**config.mk**
```make
export PLATFORM = sky130hd
export DESIGN_NAME = bcd_digit_counter
export DESIGN_NICKNAME = d
export VERILOG_FILES = /design/src/rtl/clock_pkg.sv /design/src/rtl/clock_timekeeper_bcd_digit_counter.sv
export SDC_FILE = /design/constraint.sdc
export NUM_CORES = 1
export LEC_CHECK = 0
export CAP_MARGIN = 20
export CORE_AREA = 2 2 39 41
export DETAILED_ROUTE_END_ITERATION = 10
export DIE_AREA = 0 0 41 43
export DONT_BUFFER_PORTS = 1
export RECOVER_POWER = 25
export SYNTH_ARGS = -nofsm -noshare
export SYNTH_HDL_FRONTEND = slang
export SYNTH_SLANG_ARGS = --single-unit
```
**constraint.sdc**
```tcl
create_clock -name clk -period 1.84 [get_ports clk]
set_clock_uncertainty 0.15 [all_clocks]
set_input_delay 0.368 -clock clk [delete_from_list [all_inputs] [get_ports clk]]
set_output_delay 0.368 -clock clk [all_outputs]
set_load 0.05 [all_outputs]
```
**src/rtl/clock_pkg.sv**
```systemverilog
// ---------------------------------------------------------------------------
// clock_pkg
//   Shared definitions for the time-of-day counter: the load FSM state
//   encoding, BCD digit limits and the load legality check.
// ---------------------------------------------------------------------------
package clock_pkg;

    // RUN accepts ticks and loads; CHECK validates a captured load for one cycle.
    typedef enum logic {
        ST_RUN   = 1'b0,
        ST_CHECK = 1'b1
    } ck_state_e;

    localparam logic [3:0] UNITS_MAX     = 4'd9;
    localparam logic [3:0] SEC_TENS_MAX  = 4'd5;
    localparam logic [3:0] MIN_TENS_MAX  = 4'd5;
    localparam logic [3:0] HOUR_TENS_MAX = 4'd2;

    localparam logic [7:0] HOUR_MAX = 8'h23;
    localparam logic [7:0] MIN_MAX  = 8'h59;
    localparam logic [7:0] SEC_MAX  = 8'h59;

    // Once both nibbles are decimal, BCD ordering equals numeric ordering,
    // so the upper bound can be checked directly on the packed byte.
    function automatic logic bcd_legal(input logic [7:0] v, input logic [7:0] max_v);
        return (v[7:4] <= 4'd9) && (v[3:0] <= 4'd9) && (v <= max_v);
    endfunction

endpackage

```
**src/rtl/clock_timekeeper_bcd_digit_counter.sv**
```systemverilog
// ---------------------------------------------------------------------------
// bcd_digit_counter
//   One BCD digit of the time-of-day counter.
//   clk, rst    : clock, asynchronous active-high reset (digit -> 0)
//   inc_i       : advance the digit by one
//   wrap_i      : force the next increment to wrap to 0 (hours 23 -> 00)
//   load_i      : take load_val_i (has priority over inc_i)
//   load_val_i  : value to load
//   q_o         : registered digit
//   d_o         : next-state value of the digit
//   carry_o     : this increment wraps the digit to 0
// ---------------------------------------------------------------------------
module bcd_digit_counter
    import clock_pkg::*;
#(
    parameter logic [3:0] MAX = UNITS_MAX
) (
    input  logic       clk,
    input  logic       rst,
    input  logic       inc_i,
    input  logic       wrap_i,
    input  logic       load_i,
    input  logic [3:0] load_val_i,
    output logic [3:0] q_o,
    output logic [3:0] d_o,
    output logic       carry_o
);

    logic [3:0] digit_q;
    logic [3:0] digit_d;
    logic       at_top;

    assign at_top = wrap_i || (digit_q == MAX);

    always_comb begin
        digit_d = digit_q;
        if (load_i) begin
            digit_d = load_val_i;
        end else if (inc_i) begin
            digit_d = at_top ? 4'd0 : digit_q + 4'd1;
        end
    end

    always_ff @(posedge clk or posedge rst) begin
        if (rst) begin
            digit_q <= 4'd0;
        end else begin
            digit_q <= digit_d;
        end
    end

    assign q_o     = digit_q;
    assign d_o     = digit_d;
    assign carry_o = inc_i && at_top;

endmodule

```
Word level (Yosys, flattened, before mapping)

Index checks and enable logic that the tools add are counted.

Mux-type cells: 3
Equal/unequal tests: 1
Add/sub/neg operators: 1
Reductions and logical operators: 2

Operators by type and width:

| kind                                                          | number |
|---|---|
| 4-bit two-way mux                                             | 3 |
| 4-bit by 1-bit adder with 4-bit output, second input constant | 1 |
| 4-bit equality test, second input constant                    | 1 |
| 1-bit logical AND                                             | 1 |
| 1-bit logical OR                                              | 1 |

Bits in registers: 4
Output and inout bits: 9
Input bits: 9

Logic depth before layout (Yosys ltp)

Gate-level depths: netlist of run 1.

Word-level depth: 5
Depth in mapped cells: 5

Least setup slack after synthesis of run 1

Ideal clock, no wire load.

Kind: reg2out
Start: reg digit_q[1] (netlist: q_o[1])
End: out d_o[0]
Slack: -1.255 ns
Data required time: 1.322 ns
Data arrival time: 2.577 ns
Path buffers: 0
Stages on the path, launching flop included: 6
Path through: dfrtp_1 -> inv_1 -> ha_1 -> nand4b_1 -> nand2_2 -> o31ai_1

Word-level cells in the longest chain between the ends: 5

RTL lines:

| what                   | line                                     | RTL |
|---|---|---|
| from (decl)            | clock_timekeeper_bcd_digit_counter.sv:29 | `logic [3:0] digit_q;` |
| from (signal assigned) | clock_timekeeper_bcd_digit_counter.sv:48 | `digit_q <= digit_d;` |
| 4-bit equality test    | clock_timekeeper_bcd_digit_counter.sv:33 | `assign at_top = wrap_i \|\| (digit_q == MAX);` |
| 1-bit logical OR       | clock_timekeeper_bcd_digit_counter.sv:33 |  |
| 4-bit two-way mux      | clock_timekeeper_bcd_digit_counter.sv:40 | `digit_d = at_top ? 4'd0 : digit_q + 4'd1;` |
| 4-bit two-way mux      | clock_timekeeper_bcd_digit_counter.sv:39 | `end else if (inc_i) begin` |
| 4-bit two-way mux      | clock_timekeeper_bcd_digit_counter.sv:37 | `if (load_i) begin` |
| to (decl)              | clock_timekeeper_bcd_digit_counter.sv:25 | `output logic [3:0] d_o,` |

No other way between the ends.

Worst setup path in the final report of run 1

Start: reg digit_q[0] (netlist: q_o[0])
End: out d_o[1]

Word-level cells in the longest chain between the ends: 5
Elaborated cells on any way between the ends: 6
Those cells by class: add/sub: 1; eq/ne: 1; mux: 3; reduce/logical: 1

RTL lines:

| what                                                                           | line |
|---|---|
| branches (longest 2 deep; another with 4-bit by 1-bit adder with 4-bit output) | - |
| 4-bit two-way mux *                                                            | clock_timekeeper_bcd_digit_counter.sv:40 |
| 4-bit two-way mux *                                                            | clock_timekeeper_bcd_digit_counter.sv:39 |
| 4-bit two-way mux *                                                            | clock_timekeeper_bcd_digit_counter.sv:37 |

Mark *: on every way between the ends.

==> flow_metrics.tcl, run 1 <==
set metrics [dict create \
    die_h_um 43 \
    critPathKind "register to output port" \
    hold_class "input pin to register" \
    status "complete, but fails checks" \
    critPathLaunchType "register" \
    yosys.area.top_type_share_pct 39.22 \
    dieArea_sq_um 1763 \
    final_nets 56 \
    ys_warn_count 0 \
    max_slew_margin_pct 82.60 \
    dp_cells 53 \
    cp_data_arrival_time_ns 1.52 \
    combPwrFrac_pct 51.6 \
    rsz0062_at_grt "true" \
    cts-root-buf "clkbuf_4" \
    start_util_pct 18.44 \
    synthToLayoutAreaGrowth_pct 115.7 \
    synth_top_area_cell "dfrtp_1" \
    worstPathRequired_ns 1.32 \
    drc 0 \
    antenna_found_initial 0 \
    n_antenna_cell 0 \
    synth-seq-cells 4 \
    synth_edf_count 0 \
    rows 14 \
    cts_tree "yes" \
    numClockSinks 4 \
    antenna_left 0 \
    post-synth-top-count-cell "nand2_1" \
    final_hold_viol_count 0 \
    grt_pass1_vias 302 \
    cp_slowest_cell "dfrtp_2" \
    synth-seq-area-share_pct 39.22 \
    synth-async-reset-ratio_pct 100.0 \
    grt_max_degree 9 \
    final-instance-count-excl-fill 59 \
    clockBufferDepth 2 \
    first_iter_violations 2 \
    setup-tns-final_ns -0.8391 \
    clk_pin_slew_ns 0.04 \
    drt-total-wl_um 768 \
    powerDensity_nw_per_um2 826.8 \
    dpl_cell_area_sq_um 459.2 \
    p_leak_nw 0.2303 \
    layout_setup_ws_ns -0.2029 \
    drive_above_1_share_pct 72.09 \
    viasPerCell 4.661 \
    holdWs_ns 0.1020 \
    first_pass_iters 2 \
    cp_max_fo 5 \
    die_x_um 41 \
    cts_made_buffers 3 \
    synthTopCellsByCount "nand2_1 (7), dfrtp_1 (4), o31ai_1 (3)" \
    fin_area_sq_um 550.5 \
    track_usage_pct 12.02 \
    fmax_ghz 0.4895 \
    maxCapViolCount 0 \
    maxSlewViolCount 0 \
    hpwl_um 574.6 \
    portBuffers 0 \
    synth_nets 39 \
    internal-power_mw 0.2730 \
    swShare_pct 40.01 \
    cp_num_buf_inv 1 \
    synth_area_leaders "dfrtp_1 (39%), nand2_1 (10%), ha_1 (9.8%)" \
    ys_types 14 \
    ios 18 \
    netlist_area_sq_um 255.2 \
    clk_latency_ns 0.23 \
    crit_path_end_kind "output port" \
    vdd_drop_max_v 0.0004081 \
    switchingPower_mw 0.1821 \
    pwr-share-clk_pct 23.9 \
    min_period_ns 2.043 \
    core_area_sq_um 1384 \
    dr_total_vias 275 \
    postSynthAreaPerCell_sq_um 9.116 \
    grt_overflow 0 \
    synth_ff_type "dfrtp_1" \
    gp_congestion 0.6136 \
    violations "setup timing" \
    synthCells 28 \
    wl_per_cell_um 13.02 \
    largest_reg_flops 4 \
    grt_pass1_wl_um 1324 \
    path_cells "ha_4 > nand4b_1 > nand2_4 > o31ai_4 > buf_12" \
    period_share_pct 111.0 \
    tightestPinTransition_ns 0.2601 \
    cp_top_family "flip-flops" \
    p_seq_share_pct 24.6 \
    ctsHtreeMaxLevel 1 \
    max_stage_delay_ns 0.44 \
    finalSetupViolCount 5 \
]
-- metrics by stage --
step / power (mW) / setup slack, ns / util [%]
after CTS: 0.4635 / -0.2249 / 39.78
after detailed placement: 0.3189 / -0.07947 / 33.18
after floorplan: 0.2451 / -0.2798 / -
final: 0.4552 / -0.2029 / 39.78
after global placement: 0.3155 / -0.03556 / 33.18
after global routing: 0.4815 / -0.2773 / 39.78
-- worst paths after layout --
check	depth (start not counted)	end	from	slack [ns]
max	5	d_o[1]	q_o[0]	-0.20
min	1	q_o[3]	load_i	0.10
max reg2reg	6	q_o[2]	q_o[1]	0.35
min reg2reg	2	q_o[3]	q_o[3]	0.66
max in group asynchronous	2	q_o[0]	rst	1.08
min in group asynchronous	2	q_o[3]	rst	0.30
-- worst reg2reg max path, stage by stage, from the launching register on --
cell	delay [ns]
dfrtp_2	0.40
buf_6	0.12
ha_2	0.16
nand2_2	0.07
xor2_2	0.08
o31ai_4	0.26
buf_12	0.17
-- per-layer routing --
layer	vias up	GRT usage (%)	part of all wire, %
li1	126	-	-
met5	-	0	0
met1	128	16.39	42
met3	4	4.712	9.5
met2	17	14.06	45
met4	0	10.00	3.4
-- cells by family after synthesis --
group / Yosys count / synth area share [%]
AO/OA/AOI/OAI: 5 / 15.68
XOR/XNOR: 3 / 10.30
adder cells (fa/ha/maj): 2 / 9.802
buffers and inverters: 4 / 6.370
flip-flops: 4 / 39.22
AND/OR/NAND/NOR: 10 / 18.63
-- layout by cell type, fill, tap and decap left out, drive strengths merged --
| cell type | synthesis | layout |
|---|---|---|
| dlygate4sd3 | 0 | 1 |
| nand4b | 1 | 1 |
| buf | 1 | 13 |
| clkbuf | 1 | 3 |
| dfrtp | 4 | 4 |
| inv | 2 | 2 |
| xnor2 | 1 | 1 |
| o31ai | 4 | 4 |
| ha | 2 | 2 |
| o21ai | 1 | 1 |
| xor2 | 2 | 2 |
| nand4 | 1 | 1 |
| nand2 | 8 | 8 |
-- repair_timing --
item	4_1_cts	5_1_grt
buffers inserted	2	0
hold buffers	1	0
pin swaps	5	4
gates resized for setup	10	0
endpoints found under the setup margin	5	5
endpoints found under the hold margin	4	0
-- power groups by stage --
stage               registers, mW  clock network, mW  logic (mW)
floorplan                   0.144                  0       0.101
global placement            0.109                  0       0.207
detailed placement          0.110                  0       0.209
CTS                         0.112              0.115       0.237
global route                0.114              0.121       0.246
finish                      0.112              0.109       0.235
-- cell type report --
cell class / count / area (sq um)
timing repair buffer: 14 / 165.2
inverter: 2 / 7.507
fill: 137 / 833.3
multi-input combinational: 20 / 232.7
clock buffer: 3 / 22.52
tap: 16 / 20.02
sequential: 4 / 102.6
Power figures use the tool's default switching activity.
==> run 2: changes to the inputs <==
--- a/config.mk
+++ b/config.mk
@@ -10,7 +10,7 @@
 export DETAILED_ROUTE_END_ITERATION = 10
 export DIE_AREA = 0 0 41 43
 export DONT_BUFFER_PORTS = 1
-export RECOVER_POWER = 25
+export RECOVER_POWER = 50
 export SYNTH_ARGS = -nofsm -noshare
 export SYNTH_HDL_FRONTEND = slang
 export SYNTH_SLANG_ARGS = --single-unit
==> run 2 against run 1 <==
  * The flow still finishes with violations (setup timing)
  * First-iteration DRC count grew to 3.5 times the previous value
  * Die area did not move
  * Setup slack gained 0.0018 ns
  * Via count unchanged
  * Count of clock-buffer cells in the layout did not move
  * Register-to-register slack hardly changed
  * Critical path depth stayed put
  * Clock power barely moved
  * Total power fell by 0.41%
  * Routed wire length rose by 0.13%
  * Non-clock buffer count unchanged
  * Utilization is 0.27 points lower
  * Critical path type unchanged
  * Critical endpoint unchanged
==> flow_metrics.tcl, run 2 (synthesis results as in run 1) <==
set metrics [dict create \
    status "complete, but fails checks" \
    first_pass_iters 2 \
    min_period_ns 2.041 \
    fin_area_sq_um 546.8 \
    numClockSinks 4 \
    start_util_pct 18.44 \
    cts_made_buffers 3 \
    track_usage_pct 12.02 \
    maxSlewViolCount 0 \
    cp_slowest_cell "dfrtp_2" \
    cp_data_arrival_time_ns 1.52 \
    tightestPinTransition_ns 0.5911 \
    clockBufferDepth 2 \
    reg2regPathDepth 6 \
    die_x_um 41 \
    wl_per_cell_um 13.03 \
    min_to "q_o[3]" \
    first_iter_violations 7 \
    path_cells "ha_4 > nand4b_1 > nand2_4 > o31ai_4 > buf_12" \
    violations "setup timing" \
    powerDensity_nw_per_um2 829.0 \
    pwr-share-clk_pct 24.0 \
    drc 0 \
    n_antenna_cell 0 \
    ios 18 \
    hpwl_um 574.6 \
    dieArea_sq_um 1763 \
    final_nets 56 \
    antenna_left 0 \
    p_seq_share_pct 24.7 \
    grt_pass1_wl_um 1324 \
    max_slew_margin_pct 60.76 \
    largest_reg_flops 4 \
    dpl_cell_area_sq_um 459.2 \
    p_leak_nw 0.2265 \
    internal-power_mw 0.2712 \
    regToRegEndpoint "q_o[2]" \
    cts-root-buf "clkbuf_4" \
    viasPerCell 4.661 \
    fin_util_pct 39.51 \
    clk_pin_slew_ns 0.04 \
    dr_total_vias 275 \
    max_stage_delay_ns 0.44 \
    finalSetupViolCount 5 \
    period_share_pct 110.9 \
    crit_path_end_kind "output port" \
    ctsHtreeMaxLevel 1 \
    mostFrequentLayoutCell "buf_4" \
    drt-total-wl_um 769 \
    worstPathRequired_ns 1.32 \
    reg2reg_from "q_o[1]" \
    cp_num_buf_inv 1 \
    whs_path_depth 1 \
    fillers 139 \
    combPwrFrac_pct 51.4 \
    final_hold_viol_count 0 \
    die_h_um 43 \
    fmax_ghz 0.4899 \
    core_area_sq_um 1384 \
    drive_above_1_share_pct 69.77 \
    rsz0062_at_grt "true" \
    gp_congestion 0.6136 \
    reg2reg_slack_ns 0.35 \
    swShare_pct 40.17 \
    cp_top_family "flip-flops" \
    maxCapViolCount 0 \
    hold_class "input pin to register" \
    switchingPower_mw 0.1821 \
    cts_tree "yes" \
    rows 14 \
    grt_max_degree 9 \
    hold_path.startpoint "load_i" \
    portBuffers 0 \
    clk_latency_ns 0.23 \
    antenna_found_initial 0 \
    critPathKind "register to output port" \
    layout_setup_ws_ns -0.2011 \
    synthToLayoutAreaGrowth_pct 114.2 \
    grt_pass1_vias 302 \
    finalPower_mw 0.4533 \
    critPathLaunchType "register" \
    vdd_drop_max_v 0.0004084 \
    final_cell_mix "buf_4 (6), nand2_1 (5), o31ai_4 (4), buf_12 (4), clkbuf_4 (3)" \
    grt_overflow 0 \
    cp_max_fo 5 \
]
-- run 2: how the worst max path moves through the flow --
| stage | from | to | slack (ns) | depth (start not counted) |
|---|---|---|---|---|
| after floorplan | q_o[0] | d_o[1] | -0.28 | 4 |
| after CTS | q_o[1] | d_o[2] | -0.22 | 6 |
| after detailed placement | q_o[0] | d_o[1] | -0.08 | 5 |
| final | q_o[0] | d_o[1] | -0.20 | 5 |
| after global routing | q_o[0] | d_o[1] | -0.28 | 5 |
| after global placement | q_o[0] | d_o[1] | -0.04 | 5 |
-- run 2: through the flow --
stage          setup WS (ns)  TNS (ns)  hold slack [ns]  std cells
5_1_grt              -0.2773    -1.210          0.09025         59
3_5_place_dp        -0.07947  -0.07947         0.003525         53
3_3_place_gp        -0.03556  -0.03556        -0.003361         53
2_1_floorplan        -0.2798    -1.455         -0.01605         28
4_1_cts              -0.2249   -0.9254          0.09250         59
6_report             -0.2011   -0.8326           0.1020         59
-- run 2: per-layer routing --
layer	routed length, um	share of wire (%)	track usage, %	up-vias
li1	-	-	-	125
met1	318	41	16.39	129
met2	349	45	14.06	17
met3	75	9.8	4.712	4
met4	26	3.4	10.00	0
met5	0	0	0	-
-- run 2: power by group through the flow --
stage                     Combinational (mW)  Clock (mW)  Sequential, mW
after global placement                 0.207           0           0.109
after floorplan                        0.101           0           0.144
after CTS                              0.237       0.115           0.112
after global routing                   0.245       0.121           0.114
after detailed placement               0.209           0           0.110
final                                  0.233       0.109           0.112
-- run 2: area by class of cell --
cell class | instances | area (sq um) | share of cell area, %
multi-input combinational | 20 | 232.7 | 42.56
timing repair buffer | 14 | 161.4 | 29.52
sequential | 4 | 102.6 | 18.76
clock buffer | 3 | 22.52 | 4.119
tap | 16 | 20.02 | 3.661
inverter | 2 | 7.507 | 1.373
-- run 2: repair_timing --
| action | CTS | global route |
|---|---|---|
| hold buffers | 1 | 0 |
| endpoints found under the hold margin | 4 | 0 |
| buffers inserted | 2 | 0 |
| setup endpoints to repair | 5 | 5 |
| pin swaps | 5 | 4 |
| gates resized for setup | 10 | 0 |
==> run 3: changes to the inputs <==
--- a/config.mk
+++ b/config.mk
@@ -7,6 +7,7 @@
 export LEC_CHECK = 0
 export CAP_MARGIN = 20
 export CORE_AREA = 2 2 39 41
+export CTS_BUF_LIST = sky130_fd_sc_hd__clkbuf_4
 export DETAILED_ROUTE_END_ITERATION = 10
 export DIE_AREA = 0 0 41 43
 export DONT_BUFFER_PORTS = 1
==> results of run 3 <==
Final layout, timing and power as in run 2 (identical DEF).
